File: config.mk
export PLATFORM = sky130hd
export DESIGN_NAME = serial_adder
export DESIGN_NICKNAME = d
export VERILOG_FILES = /design/src/rtl/serial_adder_pkg.sv /design/src/rtl/serial_adder_addbit.sv /design/src/rtl/serial_adder.sv
export SDC_FILE = /design/constraint.sdc
export NUM_CORES = 1
export LEC_CHECK = 0
export BUFFER_PORTS_ARGS = -buffer_cell sky130_fd_sc_hd__buf_4
export CORE_ASPECT_RATIO = 2
export CORE_MARGIN = 8
export CORE_UTILIZATION = 55
export CTS_CLUSTER_SIZE = 12
export DETAILED_ROUTE_END_ITERATION = 10
export GPL_TIMING_DRIVEN = 0
export PLACE_DENSITY_LB_ADDON = 0.2
export SETUP_SLACK_MARGIN = 0.1
export SLEW_MARGIN = 0
export SYNTH_ARGS = -nofsm -noshare
export SYNTH_HDL_FRONTEND = slang
export SYNTH_SLANG_ARGS = --single-unit
File: constraint.sdc
create_clock -name clk -period 4 [get_ports clk]
set_clock_uncertainty 0.15 [all_clocks]
set_input_delay 1.2 -clock clk [delete_from_list [all_inputs] [get_ports clk]]
set_output_delay 1.2 -clock clk [all_outputs]
set_load 0.005 [all_outputs]
File: src/rtl/serial_adder_pkg.sv
// serial_adder_pkg: shared definitions for the bit-serial adder.
//   state_t       - FSM state encoding (IDLE, SHIFT, DONE)
//   DEFAULT_WIDTH - default operand/sum width in bits
package serial_adder_pkg;

  localparam int unsigned DEFAULT_WIDTH = 8;

  typedef enum logic [1:0] {
    IDLE  = 2'd0,
    SHIFT = 2'd1,
    DONE  = 2'd2
  } state_t;

endpackage

File: src/rtl/serial_adder_addbit.sv
// addbit: single-bit full adder cell, purely combinational.
//   cin  - carry in
//   a, b - operand bits
//   cout - carry out
//   sum  - sum bit
module addbit (
  input  logic cin,
  input  logic a,
  input  logic b,
  output logic cout,
  output logic sum
);

  assign sum  = a ^ b ^ cin;
  assign cout = (a & b) | (cin & (a ^ b));

endmodule

File: src/rtl/serial_adder.sv
// serial_adder: WIDTH-bit adder processed LSB-first, one bit per clock,
// through a single addbit cell with a registered carry.
//   clk   - clock, rising edge
//   rst   - asynchronous active-high reset
//   start - request, accepted in IDLE or DONE
//   a, b  - operands, captured on accepted start
//   cin   - carry in, captured on accepted start
//   busy  - high while bits are being processed
//   done  - one-cycle strobe when sum/cout update
//   sum   - last completed result (held)
//   cout  - carry out of last completed result (held)
module serial_adder
  import serial_adder_pkg::*;
#(
  parameter int unsigned WIDTH = DEFAULT_WIDTH
) (
  input  logic             clk,
  input  logic             rst,
  input  logic             start,
  input  logic [WIDTH-1:0] a,
  input  logic [WIDTH-1:0] b,
  input  logic             cin,
  output logic             busy,
  output logic             done,
  output logic [WIDTH-1:0] sum,
  output logic             cout
);

  localparam int unsigned CW = (WIDTH > 1) ? $clog2(WIDTH) : 1;

  state_t           state;
  logic [WIDTH-1:0] reg_a;
  logic [WIDTH-1:0] reg_b;
  logic [WIDTH-1:0] res;
  logic             carry;
  logic [CW-1:0]    cnt;
  logic             bit_sum;
  logic             bit_cout;

  // The only arithmetic: current LSBs plus the registered carry.
  addbit u_addbit (
    .cin  (carry),
    .a    (reg_a[0]),
    .b    (reg_b[0]),
    .cout (bit_cout),
    .sum  (bit_sum)
  );

  // FSM, datapath shift registers and registered outputs.
  always_ff @(posedge clk or posedge rst) begin
    if (rst) begin
      state <= IDLE;
      reg_a <= '0;
      reg_b <= '0;
      res   <= '0;
      carry <= 1'b0;
      cnt   <= '0;
      busy  <= 1'b0;
      done  <= 1'b0;
      sum   <= '0;
      cout  <= 1'b0;
    end else begin
      done <= 1'b0;
      case (state)
        IDLE, DONE: begin
          if (start) begin
            reg_a <= a;
            reg_b <= b;
            carry <= cin;
            res   <= '0;
            cnt   <= '0;
            busy  <= 1'b1;
            state <= SHIFT;
          end else begin
            busy  <= 1'b0;
            state <= IDLE;
          end
        end
        SHIFT: begin
          // Sum bits enter at the MSB so bit 0 lands at res[0] after WIDTH shifts.
          reg_a <= reg_a >> 1;
          reg_b <= reg_b >> 1;
          res   <= {bit_sum, res[WIDTH-1:1]};
          carry <= bit_cout;
          cnt   <= cnt + CW'(1);
          if (cnt == CW'(WIDTH - 1)) begin
            sum   <= {bit_sum, res[WIDTH-1:1]};
            cout  <= bit_cout;
            done  <= 1'b1;
            busy  <= 1'b0;
            state <= DONE;
          end
        end
        default: begin
          busy  <= 1'b0;
          state <= IDLE;
        end
      endcase
    end
  end

endmodule

==> results of run 1 <==
synth_stat cells, drive strengths merged:
cell / count / area [um^2]
a211oi: 1 / 7.51
a21o: 1 / 7.51
a21oi: 1 / 5.00
a22o: 4 / 35.0
a22oi: 2 / 15.0
buf: 9 / 51.3
dfrtp: 40 / 1000
fa: 1 / 20.0
ha: 2 / 25.0
inv: 4 / 17.5
mux2: 15 / 188
mux2i: 3 / 30.0
nand2: 10 / 53.8
nand2b: 8 / 50.1
nand3: 4 / 20.0
nand3b: 1 / 7.51
nor2: 13 / 48.8
nor2b: 3 / 21.3
nor3: 11 / 55.1
o21ai: 10 / 50.1
o22ai: 11 / 68.8
o31ai: 1 / 7.51
xnor2: 1 / 8.76
state kept, by name, summed over array words and instances, names as in the netlist:
signal	flops
reg_a	8
reg_b	8
sum	8
res	7
cnt	3
state	2
busy	1
carry	1
cout	1
done	1
worst register-to-register path, delay by kind of cell (launching register included):
family	cells	cell delay [ns]
simple gates	1	0.12
mux	1	0.33
fa+ha+maj	2	0.45
flops	1	0.41
buf+inv	1	0.10
stage by stage:
step,std cells,setup slack [ns],instance area (um^2)
after floorplan,156,1.73,1790
after global placement,217,1.26,2060
after detailed placement,217,1.58,2060
after CTS,225,1.83,2150
after global routing,225,1.74,2150
final,225,1.84,2150
power by group through the flow:
stage                     combinational (mW)  sequential [mW]  clock [mW]
after global placement                 0.643            0.707           0
after CTS                              0.681            0.714       0.278
final                                  0.667            0.715       0.269
after global routing                   0.745            0.736       0.290
after floorplan                        0.473            0.683           0
after detailed placement               0.674            0.722           0
how the worst max path moves through the flow:
stage / slack [ns] / start / cells past startpoint / endpoint
2_1_floorplan: 1.73 / rst / 1 / busy
5_1_grt: 1.74 / start / 5 / reg_a[0]
3_3_place_gp: 1.26 / rst / 2 / reg_a[3]
3_5_place_dp: 1.58 / start / 5 / reg_a[3]
4_1_cts: 1.83 / sum[2] / 1 / sum[2]
6_report: 1.84 / sum[7] / 1 / sum[7]
routing by layer:
| layer | share of wire, % | routed length, um | track usage, % | up-vias |
|---|---|---|---|---|
| met5 | 0 | 0 | 0 | - |
| met4 | 2.2 | 86 | 6.89 | 0 |
| met3 | 3.6 | 140 | 4.19 | 6 |
| met2 | 56 | 2190 | 28.0 | 24 |
| met1 | 38 | 1490 | 14.2 | 640 |
| li1 | - | - | - | 622 |
logic make-up (layout without fill, tap and decap cells):
| logic type | after synthesis | after routing | synth area share (%) |
|---|---|---|---|
| compound gates | 31 | 31 | 10.9 |
| xor+xnor | 1 | 1 | 0.488 |
| fa+ha+maj | 3 | 3 | 2.51 |
| buf+inv | 13 | 51 | 3.84 |
| flops | 40 | 40 | 55.8 |
| mux | 18 | 18 | 12.1 |
| simple gates | 50 | 50 | 14.3 |
area by class of cell:
cell class | count | area [um^2] | share of cell area [%]
inverter | 4 | 17.5 | 0.815
tap | 31 | 38.8 | 1.81
multi-input combinational | 103 | 724 | 33.7
timing repair buffer | 30 | 225 | 10.5
buffer | 9 | 51.3 | 2.39
clock buffer | 8 | 90.1 | 4.19
sequential | 40 | 1000 | 46.6
==> flow_summary.json, run 1 <==
{
  "crit_buf_inv": 1,
  "worstHoldStart": "reg_b[6]",
  "ys_warn_count": 0,
  "drive_above_1_share_pct": 32.5,
  "die_area_um2": 5460,
  "critical_path.max_fanout": 2,
  "dieHeight_um": 96.8,
  "maxCapViolCount": 0,
  "hold_class": "flop to flop",
  "wl_per_cell_um": 17.4,
  "timing.fmax_mhz": 463,
  "layout_commonest_cell": "dfrtp_1",
  "ant_nets": 0,
  "setup_viol": 0,
  "period_needed_ns": 2.16,
  "p_leak_nw": 1.04,
  "tightest_slew_ns": 0.798,
  "powerDensity_nw_per_um2": 769,
  "clock_latency_ns": 0.28,
  "root_buffer": "clkbuf_8",
  "drtIter0Drc": 43,
  "ioPinCount": 31,
  "tritoncts": "yes",
  "hold_depth": 1,
  "synth_nets": 179,
  "fill_cells": 257,
  "grt_pass1_vias": 1459,
  "seqPwrFrac_pct": 43.3,
  "post_cts_buffers": 0,
  "fin_crit_sh_pct": 54.0,
  "finalWeightedCongestion": 0.837,
  "power.switching_uw": 581,
  "path_delay_family": "flip-flops",
  "max_stage_delay_ns": 0.39,
  "clock-sinks": 40,
  "crit_type": "flop to output port",
  "crit_slowest_cell": "dfrtp_1",
  "cp.arrival_ns": 0.81,
  "rows": 29,
  "path_cells": "buf_4",
  "grt-ovfl-total": 0,
  "grt_max_degree": 41,
  "required_ns": 2.65,
  "power.total_mw": 1.65,
  "ys_types": 29,
  "vias": 1292,
  "grt_usage_pct": 15.0,
  "ys_seq_elements": 40,
  "nets": 216,
  "cts_buffer_depth": 2,
  "r2r_cells": 5,
  "tns_ns": 0,
  "hold_viol": 0,
  "postSynthAreaPerCell_um2": 11.5,
  "antenna_found_initial": 0,
  "ir_worst_vdd_mv": 0.483,
  "dp_hpwl_um": 2910,
  "rsz0062_at_grt": "no",
  "hold_end": "reg_b[6]",
  "worstReg2RegStart": "cnt[0]",
  "utilization_pct": 68.1,
  "io_buffer_count": 30,
  "start_kind": "flop",
  "synthCells": 156,
  "final_cell_mix": "40 x dfrtp_1, 30 x buf_4, 13 x nor2_1",
  "cts_hold_buf": 0,
  "ctsResizeCount": 0,
  "area_growth_pct": 19.7,
  "slew_viol_final": 0,
  "synthesis.area_um2": 1790,
  "initial_core_util_pct": 56.8,
  "r2r_slack_ns": 2.33,
  "via_per_inst": 5.74,
  "comb_power_share_pct": 40.4,
  "routed_wl_um": 3910,
  "clkTransAtPathRegs_ns": 0.07,
  "hold_slack_ns": 0.344,
  "design.core.area_um2": 3160,
  "slew_headroom_pct": 46.7,
  "dr.pass1.iters": 4,
  "r2r-end": "sum[0]",
  "num_antenna_cells": 0,
  "numCtsBuffers": 5,
  "drc": 0,
  "grt_pass1_wl_um": 6710,
  "status": "finished, final reports clean",
  "die_w_um": 56.4,
  "intPower_mw": 1.07,
  "synth_seq_area_share_pct": 55.8,
  "swShare_pct": 35.2,
  "p_clk_share_pct": 16.3,
  "htreeDepth": 2,
  "endpoint_kind": "output port"
}
(Power assumes the default switching activity.)
==> inputs of run 2 (changes only) <==
Settings changed: CORE_UTILIZATION 55 to 49.
Clock period 4 ns to 1.9 ns, I/O delays scaled along.
==> run 2 against run 1 <==
Die area increased by 9.4%. Core utilization decreased by 6.6 points. Via count increased by 1.6%. Register-to-register slack got worse by 2.1 ns. Largest power group unchanged.
==> flow_summary.json, run 2 (same netlist as run 1, synthesis figures left out) <==
{
  "status": "finished, final reports clean",
  "p_leak_nw": 1.05,
  "largestRegisters": "reg_a x8, reg_b x8, sum x8",
  "powerDensity_nw_per_um2": 1640,
  "hold_viol": 0,
  "nets": 216,
  "hold_class": "primary input to async pin",
  "start_kind": "flop",
  "io_buffer_count": 30,
  "ant_nets": 0,
  "maxCapViolCount": 0,
  "seq_area_um2": 1000,
  "grt_usage_pct": 14.6,
  "utilization_pct": 61.4,
  "cts_buffer_depth": 2,
  "drive_above_1_share_pct": 33.5,
  "tns_ns": 0,
  "critical_path.max_fanout": 7,
  "antenna_found_initial": 0,
  "routed_wl_um": 4000,
  "clock-sinks": 40,
  "power.total_mw": 3.59,
  "ir_worst_vdd_mv": 0.877,
  "vias": 1313,
  "timing.fmax_mhz": 590,
  "crit_type": "flop to flop",
  "grt_max_degree": 41,
  "post_cts_buffers": 0,
  "cpMostUsedCell": "ha_1",
  "die_area_um2": 5970,
  "required_ns": 1.93,
  "grt_pass1_wl_um": 6720,
  "tritoncts": "yes",
  "dr.pass1.iters": 4,
  "final_cell_mix": "40 x dfrtp_1, 30 x buf_4, 13 x nor2_1",
  "root_buffer": "clkbuf_8",
  "fin_crit_sh_pct": 89.3,
  "num_antenna_cells": 0,
  "layout_commonest_cell": "dfrtp_1",
  "cp.arrival_ns": 1.72,
  "endpoint_kind": "flop",
  "drtIter0Drc": 34,
  "dieHeight_um": 102,
  "dp_hpwl_um": 2920,
  "tightest_slew_ns": 0.816,
  "rows": 31,
  "htreeDepth": 2,
  "finalWeightedCongestion": 0.780,
  "slew_viol_final": 0,
  "drc": 0,
  "final_area_um2": 2190,
  "design.core.area_um2": 3570,
  "max_stage_delay_ns": 0.42,
  "slew_headroom_pct": 45.5,
  "initial_core_util_pct": 50.3,
  "numCtsBuffers": 5,
  "grt_pass1_vias": 1468,
  "grt-ovfl-total": 0,
  "multi_input_area_um2": 724,
  "placed_area_um2": 2080,
  "path_cells": "ha_1 > ha_1 > nand2_8 > inv_4 > mux2_2",
  "via_per_inst": 5.40,
  "crit_slowest_cell": "dfrtp_1",
  "area_growth_pct": 22.2,
  "setup_viol": 0,
  "period_needed_ns": 1.70,
  "fill_cells": 330,
  "wl_per_cell_um": 16.4,
  "cts_hold_buf": 0,
  "clkTransAtPathRegs_ns": 0.08,
  "ioPinCount": 31,
  "die_w_um": 58.8,
  "clock_latency_ns": 0.29,
  "rsz0062_at_grt": "no",
  "ctsResizeCount": 0
}
[run 2: path summary, 6_finish.rpt]
check,startpoint,endpoint,slack [ns],cells after the start
setup / recovery,cnt[0],sum[0],0.20,5
hold / removal,rst,sum[2],0.28,2
setup reg to reg,cnt[0],sum[0],0.20,5
min in group clk,reg_b[6],reg_b[6],0.34,1
max in group asynchronous,rst,done,0.79,2
hold reg to reg,reg_b[6],reg_b[6],0.34,1
[run 2: where the power goes]
group	internal, mW	total (mW)	switching [mW]
logic	0.728	1.40	0.674
registers	1.23	1.50	0.270
clock network	0.389	0.691	0.302
total	2.34	3.59	1.25
[run 2: area by class of cell]
type / count / area share [%]
inverters: 4 / 0.799
multi-input cells: 103 / 33.0
well taps: 49 / 2.80
clock inverters: 3 / 1.94
repair buffers: 30 / 10.3
flip-flops and latches: 40 / 45.7
clock buffers: 5 / 3.14
plain buffers: 9 / 2.34
[run 2: stage by stage]
step,std cells,worst slack [ns],hold WS [ns]
6_report,243,0.204,0.284
5_1_grt,243,0.112,0.364
4_1_cts,243,0.189,0.324
3_5_place_dp,235,0.172,0.323
3_3_place_gp,235,-0.201,0.320
2_1_floorplan,156,0.262,0.300
[run 2: metal layers]
layer | vias to the layer above | part of all wire, % | GRT usage, % | wire length (um)
met5 | - | 0 | 0 | 0
met4 | 0 | 3.6 | 8.72 | 143
li1 | 620 | - | - | -
met2 | 43 | 52 | 24.5 | 2060
met1 | 636 | 38 | 14.7 | 1530
met3 | 14 | 6.4 | 5.47 | 257
[run 2: worst max-delay path: cells and delay by family, from the launching register on]
family / cells / cell delay [ns]
AND/OR/NAND/NOR: 1 / 0.13
flip-flops: 1 / 0.42
adder cells (fa/ha/maj): 2 / 0.46
multiplexers: 1 / 0.33
buffers and inverters: 1 / 0.10
